===== config.mk =====
export PLATFORM = sky130hd
export DESIGN_NAME = texture_mem_responder
export DESIGN_NICKNAME = d
export VERILOG_FILES = /design/src/rtl/texture_mem_responder.sv
export SDC_FILE = /design/constraint.sdc
export NUM_CORES = 1
export LEC_CHECK = 0
export BUFFER_PORTS_ARGS = -buffer_cell sky130_fd_sc_hd__buf_2
export CORE_ASPECT_RATIO = 0.5
export CORE_MARGIN = 2
export CORE_UTILIZATION = 58
export DETAILED_ROUTE_END_ITERATION = 16
export PLACE_DENSITY = 0.9
export SYNTH_ARGS = -nofsm -noshare
export SYNTH_HDL_FRONTEND = slang
export SYNTH_SLANG_ARGS = --single-unit

===== constraint.sdc =====
create_clock -name clk -period 3.3 [get_ports clk]
set_input_delay 0.495 -clock clk [delete_from_list [all_inputs] [get_ports clk]]
set_output_delay 0.495 -clock clk [all_outputs]
set_load 0.02 [all_outputs]

===== src/rtl/texture_mem_responder.sv =====
// Line-fill / write-back responder for the texture cache. Each 64-bit line
// maps to four 16-bit SRAM halfwords; data returns to the cache as two 32-bit beats.
module texture_mem_responder #(
  parameter int unsigned WAIT_CYCLES = 2
) (
  input  logic        clk,
  input  logic        rst,
  input  logic [19:0] mem_addr,
  input  logic        mem_read,
  input  logic        mem_write,
  input  logic [63:0] mem_wrdata,
  output logic        mem_ready,
  output logic [31:0] mem_rddata,
  output logic        busy,
  output logic [21:0] sram_addr,
  output logic [15:0] sram_dq_o,
  input  logic [15:0] sram_dq_i,
  output logic        sram_dq_oe,
  output logic        sram_ce_n,
  output logic        sram_oe_n,
  output logic        sram_we_n
);

  typedef enum logic [2:0] {
    IDLE,
    RD_ACC,
    WR_SETUP,
    WR_STROBE,
    WR_HOLD,
    DONE
  } state_t;

  localparam logic [3:0] A = 4'(WAIT_CYCLES);

  state_t      state_q;
  logic [1:0]  k_q;
  logic [3:0]  wt_q;
  logic [19:0] line_q;
  logic [63:0] wr_q;
  logic [15:0] lo_q;
  logic [1:0]  k_d;

  assign k_d = k_q + 2'd1;

  function automatic logic [15:0] wr_hw(input logic [63:0] d, input logic [1:0] k);
    return d[{k, 4'b0000} +: 16];
  endfunction

  // All outputs are registered; every transition sets up the next cycle's bus state.
  always_ff @(posedge clk) begin
    if (rst) begin
      state_q    <= IDLE;
      k_q        <= '0;
      wt_q       <= '0;
      line_q     <= '0;
      wr_q       <= '0;
      lo_q       <= '0;
      mem_ready  <= 1'b0;
      mem_rddata <= '0;
      busy       <= 1'b0;
      sram_addr  <= '0;
      sram_dq_o  <= '0;
      sram_dq_oe <= 1'b0;
      sram_ce_n  <= 1'b1;
      sram_oe_n  <= 1'b1;
      sram_we_n  <= 1'b1;
    end else begin
      mem_ready <= 1'b0;
      unique case (state_q)
        IDLE: begin
          if (mem_write) begin
            state_q    <= WR_SETUP;
            line_q     <= mem_addr;
            wr_q       <= mem_wrdata;
            k_q        <= '0;
            sram_addr  <= {mem_addr, 2'b00};
            sram_dq_o  <= mem_wrdata[15:0];
            sram_dq_oe <= 1'b1;
            sram_ce_n  <= 1'b0;
            busy       <= 1'b1;
          end else if (mem_read) begin
            state_q   <= RD_ACC;
            line_q    <= mem_addr;
            k_q       <= '0;
            wt_q      <= '0;
            sram_addr <= {mem_addr, 2'b00};
            sram_ce_n <= 1'b0;
            sram_oe_n <= 1'b0;
            busy      <= 1'b1;
          end
        end
        RD_ACC: begin
          if (wt_q == A) begin
            wt_q <= '0;
            // Odd halfwords complete a beat; even ones are parked until then.
            if (!k_q[0]) begin
              lo_q <= sram_dq_i;
            end else begin
              mem_ready  <= 1'b1;
              mem_rddata <= {sram_dq_i, lo_q};
            end
            if (k_q == 2'd3) begin
              state_q   <= DONE;
              sram_ce_n <= 1'b1;
              sram_oe_n <= 1'b1;
            end else begin
              k_q       <= k_d;
              sram_addr <= {line_q, k_d};
            end
          end else begin
            wt_q <= wt_q + 4'd1;
          end
        end
        WR_SETUP: begin
          state_q   <= WR_STROBE;
          sram_we_n <= 1'b0;
          wt_q      <= 4'd1;
        end
        WR_STROBE: begin
          if (wt_q == A) begin
            state_q   <= WR_HOLD;
            sram_we_n <= 1'b1;
          end else begin
            wt_q <= wt_q + 4'd1;
          end
        end
        WR_HOLD: begin
          if (k_q[0]) mem_ready <= 1'b1;
          if (k_q == 2'd3) begin
            state_q    <= DONE;
            sram_ce_n  <= 1'b1;
            sram_dq_oe <= 1'b0;
          end else begin
            state_q   <= WR_SETUP;
            k_q       <= k_d;
            sram_addr <= {line_q, k_d};
            sram_dq_o <= wr_hw(wr_q, k_d);
          end
        end
        DONE: begin
          state_q <= IDLE;
          busy    <= 1'b0;
        end
        default: state_q <= IDLE;
      endcase
    end
  end

endmodule


# Word-level counts from Yosys, hierarchy flattened
# Index checks and enable logic that the tools add are counted.
[word_totals] reg_bits=185 in_bits=104 out_inout_bits=76 wordCells=103
[op_classes] shifts=1 add_sub_neg=2 eq_ne=17 n_bitwise=1 n_reduce_logical=20 muxes=47
[ops] cell="2-to-1 mux 22 bit" count=4
[ops] cell="one-hot mux 22 bit (3 select lines)" count=1
[ops] cell="variable part select 64 x 7 -> 16 bit" count=1
[ops] cell="2-to-1 mux 20 bit" count=2
[ops] cell="2-to-1 mux 16 bit" count=2
[ops] cell="one-hot mux 16 bit (2 select lines)" count=1
[ops] cell="2-to-1 mux 3 bit" count=6
[ops] cell="!= test 2 bit (second input constant)" count=9
[ops] cell="2-to-1 mux 4 bit" count=4
[ops] cell="one-hot mux 4 bit (4 select lines)" count=1
[ops] cell="one-hot mux 3 bit (5 select lines)" count=1
[ops] cell="AND reduction 3 bit" count=5
[ops] cell="2-to-1 mux 1 bit" count=14
[ops] cell="one-hot mux 1 bit (2 select lines)" count=5
[ops] cell="nonzero test 2 bit" count=5
[ops] cell="2-to-1 mux 2 bit" count=4
[ops] cell="AND reduction 2 bit" count=4
[ops] cell="AND reduction 4 bit" count=2
[ops] cell="== test 3 x 2 -> 1 bit (second input constant)" count=2
[ops] cell="== test 3 bit (second input constant)" count=2
[ops] cell="one-hot mux 2 bit (3 select lines)" count=1
[ops] cell="AND reduction 5 bit" count=1
[ops] cell="adder 4 x 1 -> 4 bit (second input constant)" count=1
[ops] cell="== test 4 x 2 -> 1 bit (second input constant)" count=1
[ops] cell="9 further kinds" count=9

# Longest topological paths before layout
# Gate-level depths: netlist of run 1.
[depth] word_depth=4 depth_mapped=8 mapped_depth_nobuf=6

# Worst setup path before layout of run 1
# No wires, ideal clock.
[synth_path] path_type="flip-flop to flip-flop" start="reg k_q[0]" end="reg sram_dq_o[7]" path_stages_with_launch=7 setup_ns=0.133 required_ns=3.167 slack_ns=1.424 n_path_buf=2 period_less_slack_ns=1.876 arrival_time_ns=1.744 cell_sequence="dfxtp_1 -> ha_1 -> buf_4 -> buf_2 -> mux4_2 -> nand2_1 -> a311oi_1"
[synth_between] elab_chain_len=4 word_cells_on_any_way=7 cone_classes="1 x add/sub; 2 x eq/ne; 1 x shift; 2 x mux; 1 x reduce/logical"
[synth_lines] item="from (decl)" line="36" text="logic [1:0] k_q;"
[synth_lines] item="from (signal assigned)" line="107" text="k_q <= k_d;"
[synth_lines] item="from (signal assigned)" line="135" text="k_q <= k_d;"
[synth_lines] item="adder 2 x 1 -> 2 bit" line="43" text="assign k_d = k_q + 2'd1;"
[synth_lines] item="variable part select 64 x 7 -> 16 bit" line="46" text="return d[{k, 4'b0000} +: 16];"
[synth_lines] item="2-to-1 mux 16 bit" line="129" text="if (k_q == 2'd3) begin"
[synth_lines] item="one-hot mux 16 bit (2 select lines)" line="69" text="unique case (state_q)"
[synth_lines] item="to (signal assigned)" line="77" text="sram_dq_o <= mem_wrdata[15:0];"
[synth_lines] item="to (signal assigned)" line="137" text="sram_dq_o <= wr_hw(wr_q, k_d);"
[synth_lines] item="to (decl)" line="16" text="output logic [15:0] sram_dq_o,"
# Parallel ways exist; a longest one is shown, timed or not. The select of a mux whose other input is x is not followed.
# A chain may end at the register's enable or synchronous reset.

# Worst setup path after layout of run 1
[layout_path] start="reg state_q[2]" end="reg sram_addr[11]"
[layout_between] elab_chain_len=3 word_cells_on_any_way=8 cone_classes="4 x eq/ne; 1 x mux; 3 x reduce/logical"
[layout_lines] item="from (decl)" line="35" text="state_t state_q;"
[layout_lines] item="from (signal assigned)" line="52" text="state_q <= IDLE;"
[layout_lines] item="from (signal assigned)" line="72" text="state_q <= WR_SETUP;"
[layout_lines] item="from (signal assigned)" line="82" text="state_q <= RD_ACC;"
[layout_lines] item="== test 3 x 1 -> 1 bit (tied with other cells)" line="69"
[layout_lines] item="!= test 2 bit (no source line) (tied with other cells)"
[layout_lines] item="AND reduction 3 bit (no source line)"
[layout_lines] item="to (signal assigned)" line="76" text="sram_addr <= {mem_addr, 2'b00};"
[layout_lines] item="to (signal assigned)" line="86" text="sram_addr <= {mem_addr, 2'b00};"
[layout_lines] item="to (signal assigned)" line="108" text="sram_addr <= {line_q, k_d};"
[layout_lines] item="to (decl)" line="15" text="output logic [21:0] sram_addr,"
# Parallel ways exist; a longest one is shown, timed or not.

==> flow_metrics.tcl, run 1 <==
set metrics [dict create \
    crit_type "flip-flop to flip-flop" \
    grt_max_degree 125 \
    hpwl_um 12210 \
    initial_core_util_pct 59.48 \
    path_clk_slew_ns 0.08 \
    cts_root_buffer "clkbuf_16" \
    die-area_um2 13970 \
    overflow 0 \
    synth_edf_count 0 \
    finalClockSkew_ns 0.01401 \
    grt.total_usage_pct 26.57 \
    core-area_um2 12660 \
    drc 0 \
    ys_types 51 \
    synth.ff_latch_count 183 \
    via_count 6616 \
    synth_nets 968 \
    rows 29 \
    drt_pass1_iterations 6 \
    post_synth.cell_area_avg_um2 8.748 \
    worstPathArrival_ns 2.81 \
    htreeDepth 4 \
    switching_share_pct 29.66 \
    nFillCells 948 \
    cp-start-kind "flip-flop" \
    internal_power_mw 3.726 \
    finalMaxSlewViolations 0 \
    hold_viol 0 \
    powerDensity_nw_per_um2 590.3 \
    crit_path_end_kind "flip-flop" \
    die_w_um 165.2 \
    wl_um 18330 \
    drt-wirelength-per-cell_um 15.43 \
    num-nets-final 1112 \
    p_leak_nw 3.614 \
    ys.flop_type "dfxtp_1" \
    ys_warn_count 0 \
    ir_worst_vdd_mv 0.3937 \
    fin_setup_tns_ns 0 \
    max_freq_ghz 0.3935 \
    io_pins 180 \
    maxCapViolations 0 \
    synthToLayoutAreaGrowth_pct 19.14 \
    wl_met2_um 9091 \
    worst_pin_slew_ns 0.9368 \
    synthCells 861 \
    cts_tree "done" \
    grt_pass1_vias 6273 \
    clockBufferDepth 2 \
    place.gp.congestion 0.8084 \
    clock_latency_ns 0.43 \
    antenna_found_initial 1 \
    detail_route.iter0.violations 670 \
    status "complete, no violations" \
    synth-seq-area-share_pct 48.64 \
    grt_pass1_wl_um 29570 \
    ant_nets 0 \
    clock_power_share_pct 37.1 \
    seq_power_share_pct 46.5 \
    cts.sinks 183 \
    setup_viol 0 \
    die_h_um 84.58 \
    synth_async_sr_flop_share_pct 0 \
    cp.required_ns 3.57 \
    diodes 0 \
    cts_buffers 17 \
    p_sw_mw 1.571 \
    drive_gt1_share_pct 26.52 \
    whs_ns 0.2932 \
    finalCritPeriodShare_pct 77.00 \
    pwr-share-comb_pct 16.4 \
    slew_headroom_pct 37.55 \
    rsz0062_at_grt "no" \
    dr.max_layer_used "met5" \
    io_buffers 179 \
    post-route-util_pct 70.86 \
    period_minus_slack_ns 2.541 \
    hp-class "primary input to flip-flop" \
    hold_buffers 0 \
    wirelength_met1_um 7608 \
    cts_resized 0 \
    via_per_inst 5.569 \
    critPathMaxFanout 22 \
    syn_area_um2 7532 \
    route.met3.wl_um 1085 \
    post_cts_buffers 0 \
]
## state kept, by name, summed over array words and instances, names as in the netlist
| name | count |
|---|---|
| k_q | 1 |
| state_q | 3 |
| mem_ready | 1 |
| line_q | 20 |
| mem_rddata | 32 |
| wr_q | 64 |
| sram_dq_o | 16 |
| sram_addr | 21 |
| sram_dq_oe | 1 |
| lo_q | 16 |
| busy | 1 |
| sram_we_n | 1 |
| sram_ce_n | 1 |
| wt_q | 4 |
| sram_oe_n | 1 |
## power by group through the flow
stage | clock network, mW | registers (mW) | logic (mW)
CTS | 1.98 | 2.46 | 0.871
finish | 1.96 | 2.46 | 0.870
global placement | 0 | 2.50 | 0.841
detailed placement | 0 | 2.51 | 0.863
global route | 2.06 | 2.48 | 0.953
floorplan | 0 | 2.56 | 0.557
## layout make-up
type / instances / area, µm² / share of cell area (%)
clock buffer: 19 / 442.9 / 4.936
tap: 170 / 212.7 / 2.370
inverter: 3 / 11.26 / 0.1255
timing repair buffer: 194 / 1027 / 11.45
sequential: 183 / 3664 / 40.83
clock inverter: 13 / 131.4 / 1.464
multi-input combinational: 606 / 3485 / 38.83
## worst paths after layout
kind,startpoint,end,slack [ns],cells past startpoint
worst max-delay path,state_q[2],sram_addr[11],0.76,6
worst min-delay path,mem_wrdata[20],wr_q[20],0.29,3
worst min register to register,mem_rddata[10],mem_rddata[10],0.45,2
worst max register to register,state_q[2],sram_addr[11],0.76,6
## Yosys cell counts (all sizes together) (2+ instances only)
cell type | n | area, µm²
nand2 | 273 | 1025
dfxtp | 183 | 3664
a21oi | 144 | 720.7
nor2 | 39 | 153.9
mux2i | 37 | 370.4
clkbuf | 35 | 131.4
buf | 34 | 245.2
a211oi | 22 | 260.3
a311oi | 16 | 140.1
mux4 | 16 | 360.4
nand2b | 7 | 43.79
o21ai | 7 | 38.78
nor3 | 5 | 30.03
and2 | 3 | 18.77
ha | 3 | 37.54
inv | 3 | 11.26
nand3 | 3 | 15.01
a221oi | 2 | 17.52
a31oi | 2 | 12.51
and3 | 2 | 12.51
nor2b | 2 | 12.51
nor3b | 2 | 26.28
o21bai | 2 | 15.01
o22ai | 2 | 18.77
or3b | 2 | 17.52
## placed cells by master (no fill, tap or decap), types with 3 or more instances in the layout
cell       count
nand2_1      272
dfxtp_1      183
buf_2        178
a21oi_1      144
nor2_1        38
mux2i_1       37
a211oi_2      19
clkbuf_16     17
mux4_2        16
a311oi_1      16
buf_4         14
nand2b_1       7
clkinv_4       6
nor3_1         4
o21ai_0        4
inv_8          4
inv_1          3
nand3_1        3
a211oi_1       3
ha_1           3
## metrics by stage
step           total power [mW]  setup slack, ns  instances  area [µm²]
6_report                  5.297           0.7589       1188        8974
5_1_grt                   5.493           0.5909       1188        8974
4_1_cts                   5.313           0.7624       1188        8974
3_5_place_dp              3.373           0.8091       1156        8399
3_3_place_gp              3.342           0.9324       1156        8399
2_1_floorplan             3.120            1.424        861        7532
## worst max-delay path, stage by stage (launching register included)
cell      delay [ns]
dfxtp_1         0.74
or3b_1          0.41
o21ai_1         0.10
buf_4           0.27
and2_1          0.54
buf_12          0.23
a211oi_2        0.07
## metal layers
layer	vias to the layer above	GRT usage [%]
met5	-	0
met4	2	12.02
met3	47	5.385
met2	238	45.64
met1	3111	32.38
li1	3218	-
## kinds of logic (layout without fill, tap and decap cells)
group                    after synthesis  count (layout)  synth area share (%)
buffers and inverters                 72             229                 5.150
adder cells (fa/ha/maj)                3               3                0.4984
XOR/XNOR                               1               1                0.1163
AO/OA/AOI/OAI                        201             201                 16.73
multiplexers                          53              53                 9.701
flip-flops                           183             183                 48.64
AND/OR/NAND/NOR                      348             348                 19.17
(Power assumes the default switching activity.)
==> inputs of run 2 (changes only) <==
CORE_UTILIZATION = 48   (was 58)
PLACE_DENSITY = 0.81   (was 0.9)
clock period = 2.3 ns   (was 3.3 ns; I/O delays follow)
==> run 2 against run 1 <==
  * Clock power rose by 59%
  * Register-to-register slack lost 0.49 ns
  * Sequential power grew 43%
  * Worst setup slack worse by 0.49 ns
  * First-iteration DRC count fell by 26%
  * Fmax increased by 25%
  * Clock-buffer cell count unchanged
  * Flip-flop and latch count unchanged
  * Die area is 20% higher
  * Critical path depth increased by 1
  * Power increased by 50%
  * Wire length is 3.6% higher
  * Critical endpoint is now sram_addr[1]
  * Largest cell class unchanged
  * Largest power group unchanged
==> flow_metrics.tcl, run 2 (synthesized netlist as in run 1, its figures left out) <==
set metrics [dict create \
    place.gp.congestion 0.8381 \
    cts.sinks 183 \
    setup_ws_ns 0.2683 \
    crit_path_end "sram_addr[1]" \
    hp-class "primary input to flip-flop" \
    place_ws_ns 0.3325 \
    diodes 0 \
    post_dp_cell_area_um2 8552 \
    initial_core_util_pct 48.99 \
    worst_pin_slew_ns 0.6123 \
    ir_worst_vdd_mv 0.5064 \
    slew_headroom_pct 59.12 \
    grt.total_usage_pct 22.75 \
    cp-start-kind "flip-flop" \
    drive_gt1_share_pct 26.93 \
    crit_start "wt_q[0]" \
    crit_chain "inv_1 -> ha_1 -> or3b_1 -> o22ai_2 -> and2_1 -> buf_4 -> mux2i_1" \
    finalMaxSlewViolations 0 \
    design_area_um2 9174 \
    io_buffers 179 \
    synthToLayoutAreaGrowth_pct 21.79 \
    r2r-end "sram_addr[1]" \
    power_mw 7.926 \
    hold_buffers 0 \
    rsz0062_at_grt "no" \
    cts_tree "done" \
    via_count 6598 \
    status "complete, no violations" \
    powerDensity_nw_per_um2 864.0 \
    io_pins 180 \
    post_cts_buffers 0 \
    die_h_um 92.58 \
    reg2reg_from "wt_q[0]" \
    grt_pass1_vias 6308 \
    max_freq_ghz 0.4922 \
    fin_setup_tns_ns 0 \
    worst_path_largest_cell_delay_ns 0.44 \
    crit_path_end_kind "flip-flop" \
    core-area_um2 15370 \
    finalCritPeriodShare_pct 88.34 \
    critPathMaxFanout 22 \
    finalClockSkew_ns 0.01473 \
    cts_buffers 17 \
    p_leak_nw 3.693 \
    clockBufferDepth 2 \
    cp_slowest_cell "or3b_1" \
    wl_um 18990 \
    worst_r2r_path_depth 7 \
    htreeDepth 4 \
    rows 32 \
    overflow 0 \
    rrSetupSlack_ns 0.27 \
    antenna_found_initial 0 \
    period_minus_slack_ns 2.032 \
    hpwl_um 12710 \
    cts_resized 0 \
    cp.required_ns 2.65 \
    largestRegisters "wr_q x64, mem_rddata x32, sram_addr x21" \
    clock_latency_ns 0.42 \
    maxCapViolations 0 \
    num-nets-final 1120 \
    final_cell_mix "nand2_1 (272), dfxtp_1 (183), buf_2 (178)" \
    largest_reg_flops 64 \
    grt_max_degree 65 \
    die_w_um 181.2 \
    post-route-util_pct 59.67 \
    drt_pass1_iterations 4 \
    hold_viol 0 \
    drc 0 \
    cts_root_buffer "clkbuf_16" \
    setup_viol 0 \
    die-area_um2 16770 \
    worstPathArrival_ns 2.38 \
    final_common_cell "nand2_1" \
    path_clk_slew_ns 0.08 \
    nFillCells 1365 \
    grt_pass1_wl_um 30840 \
    drt-wirelength-per-cell_um 15.45 \
    ant_nets 0 \
    crit_type "flip-flop to flip-flop" \
    largest_register "wr_q" \
    via_per_inst 5.369 \
    detail_route.iter0.violations 493 \
]
-- run 2: cell count changes in the layout (fill, tap and decap cells not counted) --
| cell | delta |
|---|---|
| inv_6 | +3 |
| clkinv_2 | +1 |
| bufinv_16 | +4 |
| buf_12 | +4 |
| clkinv_8 | -1 |
| buf_4 | +4 |
| clkbuf_8 | -1 |
| inv_8 | -3 |
| clkinv_4 | -5 |
| clkbuf_1 | +1 |
-- run 2: cell type report --
type	instances	area [µm²]	area share, %
multi-input cells	606	3485	37.98
repair buffers	202	1137	12.40
clock buffers	19	432.9	4.719
well taps	204	255.2	2.782
flip-flops and latches	183	3664	39.93
inverters	3	11.26	0.1227
clock inverters	12	188.9	2.059
-- run 2: worst max-delay path: cells and delay by family, from the launching register on --
kind | cells | cell delay (ns)
flip-flops | 1 | 0.34
multiplexers | 1 | 0.22
AO/OA/AOI/OAI | 1 | 0.16
AND/OR/NAND/NOR | 2 | 0.62
adder cells (fa/ha/maj) | 1 | 0.20
buffers and inverters | 2 | 0.42
-- run 2: layer usage --
layer / vias to the layer above / part of all wire, % / track usage, %
met5: - / 0 / 0
met4: 0 / 1.6 / 7.520
met3: 21 / 5.8 / 5.309
met2: 195 / 49 / 39.24
met1: 3151 / 44 / 28.37
li1: 3231 / - / -
-- run 2: worst min-delay path by stage --
stage	cells after the start	end	startpoint
final	3	wr_q[54]	mem_wrdata[54]
after global placement	2	mem_rddata[15]	lo_q[15]
after detailed placement	2	mem_rddata[15]	lo_q[15]
after global routing	3	wr_q[42]	mem_wrdata[42]
after CTS	3	wr_q[54]	mem_wrdata[54]
after floorplan	2	mem_rddata[0]	lo_q[0]
-- run 2: power by group --
| part | leakage, nW | internal (mW) | switching [mW] |
|---|---|---|---|
| logic | 1.89 | 0.510 | 0.779 |
| registers | 1.50 | 3.39 | 0.136 |
| clock network | 0.305 | 1.84 | 1.27 |
-- run 2: metrics by stage --
step,cells,hold slack [ns]
after floorplan,861,0.4312
after global placement,1198,0.4373
after detailed placement,1198,0.4443
after CTS,1229,0.1422
after global routing,1229,0.1547
final,1229,0.1521
==> inputs of run 3 (changes only) <==
RECOVER_POWER = 100   (was default)
==> run 3 against run 2 <==
  * Hold slack gained 0.00072 ns
  * Die area is the same
  * First-iteration DRC count fell by 5.3%
  * Wire length down 0.33%
  * Power decreased by 0.94%
  * Worst setup slack worse by 0.030 ns
  * Critical path type unchanged
  * Global-route usage unchanged
  * Design area is 2.1% lower
  * Non-clock buffer count is the same
  * Clock skew shrank 0.0018 ns
  * Cell count is the same
  * Utilization shrank 1.3 points
==> flow_metrics.tcl, run 3 (synthesized netlist as in run 1, its figures left out) <==
set metrics [dict create \
    status "complete, no violations" \
    via_per_inst 5.352 \
    fin_setup_tns_ns 0 \
    die-area_um2 16770 \
    drc 0 \
    antenna_found_initial 0 \
    via_count 6578 \
    overflow 0 \
    post-route-util_pct 58.39 \
    dp_cells 1198 \
    initial_core_util_pct 48.99 \
    io_buffers 179 \
    io_pins 180 \
    grt_max_degree 65 \
    cts.sinks 183 \
    ir_worst_vdd_mv 0.5088 \
    wl_um 18930 \
    finalClockSkew_ns 0.01297 \
    largest_reg_flops 64 \
    cts_root_buffer "clkbuf_16" \
    cts_tree "done" \
    detail_route.iter0.violations 467 \
    post_dp_cell_area_um2 8552 \
    cp-start-kind "flip-flop" \
    hold_buffers 0 \
    rows 32 \
    largest_register "wr_q" \
    worstPathArrival_ns 2.36 \
    final_cell_mix "nand2_1 (272), dfxtp_1 (183), a21oi_1 (144)" \
    drt-wirelength-per-cell_um 15.40 \
    seq_power_share_pct 45.0 \
    cts_resized 0 \
    setup_viol 0 \
    grt_pass1_wl_um 30840 \
    p_sw_mw 2.157 \
    layout.cells.non_filler 1229 \
    p_leak_nw 3.368 \
    nFillCells 1426 \
    path_clk_slew_ns 0.08 \
    cts_buffers 17 \
    hpwl_um 12710 \
    drt_pass1_iterations 5 \
    pwr-share-comb_pct 15.4 \
    htreeDepth 4 \
    crit_path_end_kind "flip-flop" \
    place.gp.congestion 0.8381 \
    power_mw 7.852 \
    final_common_cell "nand2_1" \
    slew_headroom_pct 51.79 \
    core-area_um2 15370 \
    clockBufferDepth 2 \
    die_h_um 92.58 \
    hold_viol 0 \
    finalMaxSlewViolations 0 \
    period_minus_slack_ns 2.062 \
    internal_power_mw 5.695 \
    rsz0062_at_grt "no" \
    crit_type "flip-flop to flip-flop" \
    grt_pass1_vias 6308 \
    critPathMaxFanout 16 \
    die_w_um 181.2 \
    max_freq_ghz 0.4850 \
    hp-class "primary input to flip-flop" \
    finalCritPeriodShare_pct 89.64 \
    post_cts_buffers 0 \
    switching_share_pct 27.48 \
    clock_power_share_pct 39.6 \
    grt.total_usage_pct 22.75 \
    powerDensity_nw_per_um2 874.6 \
    design_area_um2 8977 \
    diodes 0 \
    largestRegisters "wr_q x64, mem_rddata x32, sram_addr x21" \
    synthToLayoutAreaGrowth_pct 19.19 \
    clock_latency_ns 0.42 \
    worst_pin_slew_ns 0.7232 \
    cp.required_ns 2.59 \
    drive_gt1_share_pct 17.85 \
    ant_nets 0 \
    num-nets-final 1120 \
    maxCapViolations 0 \
]
## run 3: cell types whose count changed in the layout (fill, tap and decap cells not counted), sizes merged
cell	previous run	this run
clkbuf	19	102
buf	202	119
## run 3: worst paths after layout
path	startpoint	endpoint	cells past startpoint	slack (ns)
hold / removal	mem_wrdata[54]	wr_q[54]	3	0.15
hold reg to reg	mem_rddata[22]	mem_rddata[22]	2	0.45
setup reg to reg	state_q[2]	lo_q[14]	6	0.24
setup / recovery	state_q[2]	lo_q[14]	6	0.24
## run 3: layer usage
metal	GRT usage, %	routed length (µm)
met1	28.37	8359
met2	39.24	9215
met5	0	0
met4	7.520	314
met3	5.309	1042
## run 3: cell type report
type / count / area (µm²) / share of cell area (%)
clock buffer: 19 / 432.9 / 4.822
clock inverter: 12 / 188.9 / 2.105
inverter: 3 / 11.26 / 0.1254
multi-input combinational: 606 / 3401 / 37.88
sequential: 183 / 3664 / 40.81
tap: 204 / 255.2 / 2.843
timing repair buffer: 202 / 1025 / 11.41
## run 3: metrics by stage
step                      hold WS (ns)  worst slack, ns
after global routing            0.1547          0.05678
after CTS                       0.1422           0.2720
after detailed placement        0.4443           0.3325
after floorplan                 0.4312           0.4237
after global placement          0.4373           0.4298
final                           0.1528           0.2382
## run 3: critical path, stage by stage, from the launching register on
cell and delay [ns]:
dfxtp_1 0.36, buf_4 0.20, nor4b_4 0.36, and3b_1 0.22, clkbuf_2 0.46, mux2i_1 0.25
nor2_1 0.07
## run 3: power by group through the flow
| stage | Combinational [mW] | Clock [mW] | Sequential (mW) |
|---|---|---|---|
| after CTS | 1.29 | 3.16 | 3.53 |
| after global routing | 1.33 | 3.29 | 3.55 |
| after global placement | 1.25 | 0 | 3.58 |
| after floorplan | 0.799 | 0 | 3.68 |
| after detailed placement | 1.28 | 0 | 3.59 |
| final | 1.21 | 3.11 | 3.53 |
